`src/rtl/vga_line_fetch_module_if.sv`:
```
// Line-fetch bus: line-load tag, SDRAM burst read port, line-buffer write port.
interface vga_line_fetch_module_if #(
  parameter int ADDR_W = 22
);
  logic [10:0]       tag;
  logic              rd_req;
  logic [ADDR_W-1:0] rd_addr;
  logic              rd_ack;
  logic              rd_valid;
  logic [15:0]       rd_data;
  logic              wr_en;
  logic [9:0]        wr_addr;
  logic [15:0]       wr_data;
  logic              busy;
  logic              done;
  logic              overrun;

  // The fetch block itself.
  modport slave (
    input  tag, rd_ack, rd_valid, rd_data,
    output rd_req, rd_addr, wr_en, wr_addr, wr_data, busy, done, overrun
  );

  // Display engine plus SDRAM controller side.
  modport master (
    output tag, rd_ack, rd_valid, rd_data,
    input  rd_req, rd_addr, wr_en, wr_addr, wr_data, busy, done, overrun
  );
endinterface

```
`src/rtl/vga_line_fetch_module.sv`:
```
// Fetches one display line from the SDRAM frame buffer in fixed bursts and
// writes it into the bank of the line buffer selected by the line's LSB.
module vga_line_fetch_module #(
  parameter int                XSIZE     = 320,
  parameter int                YSIZE     = 240,
  parameter int                BURST     = 8,
  parameter int                ADDR_W    = 22,
  parameter logic [ADDR_W-1:0] BASE_ADDR = '0
) (
  input logic                    clk,
  input logic                    rst_n,
  vga_line_fetch_module_if.slave bus
);

  localparam int BW = (BURST > 1) ? $clog2(BURST) : 1;

  typedef enum logic [1:0] {IDLE, REQ, DATA} state_t;

  state_t            state, state_nxt;
  logic [BW-1:0]     beat;
  logic [8:0]        col;
  logic              bank;
  logic [ADDR_W-1:0] rd_addr_q;
  logic              accept;
  logic              last_beat;
  logic              last_col;
  logic              beat_in;

  assign accept    = (state == IDLE) && bus.tag[10] && (bus.tag[9:0] < 10'(YSIZE));
  assign beat_in   = (state == DATA) && bus.rd_valid;
  assign last_beat = (beat == BW'(BURST - 1));
  assign last_col  = (({1'b0, col} + 10'd1) == 10'(XSIZE));

  // State register.
  always_ff @(posedge clk or negedge rst_n) begin
    if (!rst_n) state <= IDLE;
    else        state <= state_nxt;
  end

  // Next-state: one burst outstanding at a time, line ends after XSIZE beats.
  always_comb begin
    state_nxt = state;
    case (state)
      IDLE:    if (accept) state_nxt = REQ;
      REQ:     if (bus.rd_ack) state_nxt = DATA;
      DATA:    if (beat_in && last_beat) state_nxt = last_col ? IDLE : REQ;
      default: state_nxt = IDLE;
    endcase
  end

  // Request and busy follow the state directly; busy spans REQ and DATA.
  always_comb begin
    bus.rd_req  = (state == REQ);
    bus.busy    = (state != IDLE);
    bus.rd_addr = rd_addr_q;
  end

  // Datapath: line latch, burst address, beat/column counters, registered write port and pulses.
  always_ff @(posedge clk or negedge rst_n) begin
    if (!rst_n) begin
      rd_addr_q   <= '0;
      bank        <= 1'b0;
      col         <= '0;
      beat        <= '0;
      bus.wr_en   <= 1'b0;
      bus.wr_addr <= '0;
      bus.wr_data <= '0;
      bus.done    <= 1'b0;
      bus.overrun <= 1'b0;
    end else begin
      bus.wr_en   <= 1'b0;
      bus.done    <= 1'b0;
      bus.overrun <= bus.tag[10] && (state != IDLE);
      case (state)
        IDLE: begin
          if (accept) begin
            bank      <= bus.tag[0];
            col       <= '0;
            rd_addr_q <= BASE_ADDR + ADDR_W'(bus.tag[9:0]) * ADDR_W'(XSIZE);
          end
        end
        REQ: begin
          if (bus.rd_ack) beat <= '0;
        end
        DATA: begin
          if (beat_in) begin
            bus.wr_en   <= 1'b1;
            bus.wr_data <= bus.rd_data;
            bus.wr_addr <= bank ? (10'(XSIZE) + 10'(col)) : 10'(col);
            col         <= col + 9'd1;
            beat        <= beat + BW'(1);
            if (last_beat) begin
              if (last_col) bus.done <= 1'b1;
              else          rd_addr_q <= rd_addr_q + ADDR_W'(BURST);
            end
          end
        end
        default: ;
      endcase
    end
  end

endmodule

```
`src/flat_wrapper.sv`:
```
// flat-port wrapper written by rule: the top's interface ports become plain ports
module vga_line_fetch_module_flat 
#(
  parameter int                XSIZE     = 320,
  parameter int                YSIZE     = 240,
  parameter int                BURST     = 8,
  parameter int                ADDR_W    = 22,
  parameter logic [ADDR_W-1:0] BASE_ADDR = '0
)
  (clk, rst_n, bus_tag, bus_rd_ack, bus_rd_valid, bus_rd_data, bus_rd_req, bus_rd_addr, bus_wr_en, bus_wr_addr, bus_wr_data, bus_busy, bus_done, bus_overrun);
  vga_line_fetch_module_if #(.ADDR_W(ADDR_W)) bus_i ();
  input logic clk;
  input logic rst_n;
  input wire logic [$bits(bus_i.tag)-1:0] bus_tag;
  input wire logic [$bits(bus_i.rd_ack)-1:0] bus_rd_ack;
  input wire logic [$bits(bus_i.rd_valid)-1:0] bus_rd_valid;
  input wire logic [$bits(bus_i.rd_data)-1:0] bus_rd_data;
  output wire logic [$bits(bus_i.rd_req)-1:0] bus_rd_req;
  output wire logic [$bits(bus_i.rd_addr)-1:0] bus_rd_addr;
  output wire logic [$bits(bus_i.wr_en)-1:0] bus_wr_en;
  output wire logic [$bits(bus_i.wr_addr)-1:0] bus_wr_addr;
  output wire logic [$bits(bus_i.wr_data)-1:0] bus_wr_data;
  output wire logic [$bits(bus_i.busy)-1:0] bus_busy;
  output wire logic [$bits(bus_i.done)-1:0] bus_done;
  output wire logic [$bits(bus_i.overrun)-1:0] bus_overrun;
  assign bus_i.tag = bus_tag;
  assign bus_i.rd_ack = bus_rd_ack;
  assign bus_i.rd_valid = bus_rd_valid;
  assign bus_i.rd_data = bus_rd_data;
  assign bus_rd_req = bus_i.rd_req;
  assign bus_rd_addr = bus_i.rd_addr;
  assign bus_wr_en = bus_i.wr_en;
  assign bus_wr_addr = bus_i.wr_addr;
  assign bus_wr_data = bus_i.wr_data;
  assign bus_busy = bus_i.busy;
  assign bus_done = bus_i.done;
  assign bus_overrun = bus_i.overrun;
  vga_line_fetch_module #(.XSIZE(XSIZE), .YSIZE(YSIZE), .BURST(BURST), .ADDR_W(ADDR_W), .BASE_ADDR(BASE_ADDR)) u_core (.clk(clk), .rst_n(rst_n), .bus(bus_i));
endmodule
```
`config.mk`:
```
export PLATFORM = sky130hd
export DESIGN_NAME = vga_line_fetch_module_flat
export DESIGN_NICKNAME = d
export VERILOG_FILES = /design/src/rtl/vga_line_fetch_module_if.sv /design/src/rtl/vga_line_fetch_module.sv /design/src/flat_wrapper.sv
export SDC_FILE = /design/constraint.sdc
export NUM_CORES = 1
export LEC_CHECK = 0
export CAP_MARGIN = 20
export CELL_PAD_IN_SITES_DETAIL_PLACEMENT = 0
export CELL_PAD_IN_SITES_GLOBAL_PLACEMENT = 1
export CORE_MARGIN = 2
export CORE_UTILIZATION = 41
export DETAILED_ROUTE_END_ITERATION = 12
export PLACE_DENSITY = 0.84
export RECOVER_POWER = 25
export SETUP_SLACK_MARGIN = 0.02
export SLEW_MARGIN = 20
export SYNTH_ARGS = -nofsm -noshare
export SYNTH_HDL_FRONTEND = slang
export SYNTH_SLANG_ARGS = --single-unit
```
`constraint.sdc`:
```
create_clock -name clk -period 6.3 [get_ports clk]
set_input_delay 1.575 -clock clk [delete_from_list [all_inputs] [get_ports clk]]
set_output_delay 1.575 -clock clk [all_outputs]
set_load 0.1 [all_outputs]
```
# Yosys cells after proc, flatten, opt, wreduce, memory -nomap -nowiden
# Cells that the tools add are included.
# word_totals
reg_bits	66
inputBits	31
out_inout_bits	53
elab_cells	65
# op_classes
addsub	5
n_mul	1
magnitude_cmp	1
eq_ne	10
muxes	23
reduce_logical	15
# op_table
operator	count
$mux 22	4
$pmux 22 s2	1
$add 22x4->22 const B	1
$mux 9	2
$pmux 9 s2	1
$mul 10x3->13 const B	1
$add 9x1->10 const B	1
$add 9x9->10 const A	1
$eq 10x9->1 const B	1
$lt 10x8->1 const B	1
$mux 10	1
$add 9x1->9 const B	1
$reduce_and 3->1	3
$mux 1	7
$mux 2	3
$mux 3	2
$ne 2x1->1 const B	3
$ne 2x2->1 const B	3
$pmux 2 s3	1
$pmux 3 s2	1
$reduce_bool 2->1	3
$logic_and 1x1->1	5
$reduce_and 5->1	1
$reduce_and 2->1	2
other kinds (5)	5

# Longest topological paths before layout
# depth
depth_word	6
ltp_mapped	10
depth_no_buf	10

# Worst setup path after synthesis
# OpenSTA, ideal clock, no wires.
# synth_path
kind	reg2out
startpoint	register u_core.state[0]
endpoint	output port bus_rd_req
arrival_time_ns	1.794
required_ns	4.725
setup_slack_ns	2.931
path_stages_with_launch	2
n_path_buf	0
path_cell_list	dfrtp_1 -> nor2b_1
# synth_via
elab_chain_len	1
# synth_lines
element	line_no	source
start, declared	vga_line_fetch_module.sv:19	state_t state, state_nxt;
start signal, assigned	vga_line_fetch_module.sv:37	else state <= state_nxt;
$eq 2x1->1	vga_line_fetch_module.sv:53	bus.rd_req = (state == REQ);
end, declared	flat_wrapper.sv:18	output wire logic [$bits(bus_i.rd_req)-1:0] bus_rd_req;
# No other way between the ends.

==> results.py <==
metrics = {
    "run_status": {
        "violations": "max-capacitance violations, max-slew violations",
        "status": "finished with violations",
    },
    "synth": {
        "yosysMostFrequentCell": "nand2_1",
        "synth-seq-cells": 63,
        "yosys-top-cells-area": "dfrtp_1 41%, nand2_1 11%, ha_1 7.2%",
        "yosysSeqAreaShare_pct": 41.0,
        "synth_edf_count": 0,
        "synthCells": 450,
        "yosysUniqueCellTypes": 61,
        "syn_area_per_cell_sq_um": 8.55,
        "synth-main-ff-cell": "dfrtp_1",
        "async_flop_share_pct": 100,
        "synth_top_area_share_pct": 41.0,
        "syn-cell-area_sq_um": 3850,
        "yosys_warnings": 0,
        "synth_commonest_cells": "114 x nand2_1, 63 x dfrtp_1, 28 x o21ai_0, 22 x ha_1, 20 x nor2_1",
        "synth_top_area_cell": "dfrtp_1",
    },
    "die": {
        "num_rows": 35,
        "initial_utilization_pct": 42.0,
        "die_y_microns": 101,
        "core_sq_um": 9150,
        "io_pins": 84,
        "fp.dieW_microns": 101,
        "dieArea_sq_um": 10200,
    },
    "worst_setup_path": {
        "worstPathArrival_ps": 4020,
        "cp-end-kind": "async pin",
        "path_cells": "buf_2, clkbuf_1",
        "max_stage_delay_ps": 2350,
        "cp_slowest_cell": "clkbuf_1",
        "critPathKind": "in2async",
        "critical_path_buf_inv_count": 2,
        "path_max_fanout": 63,
        "crit_family": "buffers and inverters",
        "required_ps": 6000,
        "start_kind": "input pin",
    },
    "timing": {
        "fin_crit_sh_pct": 68.5,
        "worst_clock_skew_ps": 13.2,
        "hold_viol_final": 0,
        "fmax_ghz": 0.232,
        "worst_pin_slew_ps": 3330,
        "drv_slew": 64,
        "rsz0062_at_grt": "no",
        "slew-limit-headroom_pct": -122,
        "setup_slack_ps": 1980,
        "setup_viol_count_final": 0,
        "tns_ps": 0,
        "fin_crit_ps": 4320,
    },
    "route": {
        "firstDrtPassIters": 5,
        "routed_wl_microns": 10400,
        "drt_iter0_drc": 194,
        "viasPerCell": 5.76,
        "wl_per_cell_microns": 16.3,
        "drtAntennaViolNets": 0,
        "vias": 3677,
        "drc": 0,
    },
    "clock_tree": {
        "cts_setup_buffers": 0,
        "hold_buffers": 0,
        "cts-resized-gates": 0,
        "cts-root-buf": "clkbuf_8",
        "h-tree-depth": 3,
        "clockBufferDepth": 2,
        "clock_sinks": 63,
        "clk_pin_slew_worst_paths_ps": 70,
        "clock_latency_ps": 350,
        "cts_made_buffers": 9,
        "cts_tree": "yes",
    },
    "job": {
        "max_cap_viol_count": 1,
    },
    "final_layout": {
        "drive_gt1_share_pct": 5.31,
        "area_growth_pct": 27.2,
        "nets": 576,
        "fillers": 869,
        "num_antenna_cells": 0,
        "utilization_pct": 53.5,
    },
    "global_route": {
        "track_usage_pct": 21.9,
        "grt_max_degree": 64,
        "grt_overflow": 0,
        "met2_usage_pct": 35.5,
        "grtUsageMet3_pct": 4.02,
        "grt.met1_usage_pct": 29.5,
        "grt-busiest-layer": "met2",
        "grt_pass1_wl_microns": 17800,
        "antenna_found_initial": 0,
        "first_global_vias": 3545,
    },
    "pwr": {
        "power_density_nw_per_um2": 531,
        "ir_worst_vdd_uv": 444,
        "p_switching_uw": 1500,
        "power.internal_uw": 1100,
        "p_leak_uw": 0.00221,
        "p_seq_share_pct": 26.1,
        "clkPwrFrac_pct": 13.3,
        "pwr-share-comb_pct": 60.6,
        "p_sw_share_pct": 57.7,
    },
    "placement": {
        "place_congestion": 0.835,
        "dp_worst_setup_slack_ps": 2110,
        "io_buffer_count": 80,
        "dpl.hpwl_microns": 7220,
    },
    "hold_path": {
        "hp-class": "reg2reg",
    },
}
## metrics by stage
step | instance area (sq um) | std cells | hold WS [ps] | total power [uW]
CTS | 4900 | 638 | 479 | 2610
detailed placement | 4710 | 622 | 462 | 2260
global placement | 4700 | 622 | 456 | 2250
global route | 4890 | 638 | 516 | 2740
finish | 4890 | 638 | 476 | 2600
floorplan | 3850 | 452 | 468 | 1870
## cell families after synthesis
family,share of synthesized area (%)
flip-flops,41.0
buffers and inverters,4.00
AO/OA/AOI/OAI,18.2
XOR/XNOR,1.14
multiplexers,0.813
adder cells (fa/ha/maj),7.67
other,0.0975
AND/OR/NAND/NOR,27.1
## layout make-up
type                            count  area [sq um]  share of cell area [%]
Timing Repair Buffer               84           822                    16.8
Sequential cell                    63          1580                    32.2
Inverter                           10          37.5                   0.767
Tap cell                          111           139                    2.84
Clock buffer                       10           128                    2.61
Clock inverter                      6          61.3                    1.25
Multi-Input combinational cell    354          2130                    43.5
## state kept, by name, indices dropped and copies added (netlist names)
signal              cells
u_core.bank             1
u_core.beat             3
u_core.bus.done         1
u_core.bus.overrun      1
u_core.bus.rd_addr     19
u_core.bus.wr_addr     10
u_core.bus.wr_data     16
u_core.bus.wr_en        1
u_core.col              9
u_core.state            2
## layer usage
metal / share of wire, % / vias to the layer above
met1: 45 / 1736
met4: 2.1 / 0
met2: 47 / 149
met3: 6.6 / 21
met5: 0 / -
li1: - / 1771
## final timing paths
kind                                        start                endpoint  slack (ps)  depth (start not counted)
max in group clk                       bus_tag[9]  u_core.bus.rd_addr[18]        2450                          6
hold reg to reg            u_core.bus.wr_data[13]  u_core.bus.wr_data[13]         480                          2
min in group asynchronous                   rst_n   u_core.bus.wr_addr[3]        2450                          2
setup reg to reg                    u_core.col[0]  u_core.bus.rd_addr[13]        3370                          7
setup / recovery                            rst_n          u_core.beat[2]        1980                          2
hold / removal             u_core.bus.wr_data[13]  u_core.bus.wr_data[13]         480                          2
## worst min-delay path, cell delays in order, from the launching register on
cell and delay, ps:
dfrtp_1 340, nand2_1 50, nand2_1 60
## cells in the final DEF, fill, tap and decap left out, types with 3 or more instances in the layout
cell type / synthesis / layout
and3_1: 11 / 11
clkbuf_8: 0 / 9
a21oi_1: 13 / 13
buf_4: 5 / 3
nor4_1: 3 / 3
nand2_1: 114 / 114
nand3_1: 15 / 15
nand2b_1: 3 / 3
nor3_1: 6 / 6
or4_1: 3 / 3
a21o_1: 4 / 4
xnor2_1: 4 / 4
a211oi_1: 5 / 5
nor2b_1: 6 / 6
nand4_1: 13 / 13
o211a_1: 3 / 3
clkdlybuf4s50_1: 0 / 79
or2_2: 3 / 3
ha_1: 22 / 22
nor2_1: 20 / 20
nor3b_1: 3 / 3
o21ai_0: 28 / 28
and4_1: 6 / 6
inv_1: 9 / 9
conb_1: 1 / 3
a22oi_1: 5 / 5
dfrtp_1: 63 / 63
a31oi_1: 5 / 5
a32oi_1: 3 / 3
o22ai_1: 5 / 5
o211ai_1: 8 / 8
clkinv_2: 0 / 3
## power groups by stage
stage | sequential [uW] | combinational [uW] | clock [uW]
2_1_floorplan | 1460 | 412 | 0
3_3_place_gp | 679 | 1570 | 0
3_5_place_dp | 683 | 1580 | 0
4_1_cts | 677 | 1580 | 351
5_1_grt | 702 | 1670 | 367
6_report | 678 | 1580 | 347
(Power assumes the default switching activity.)
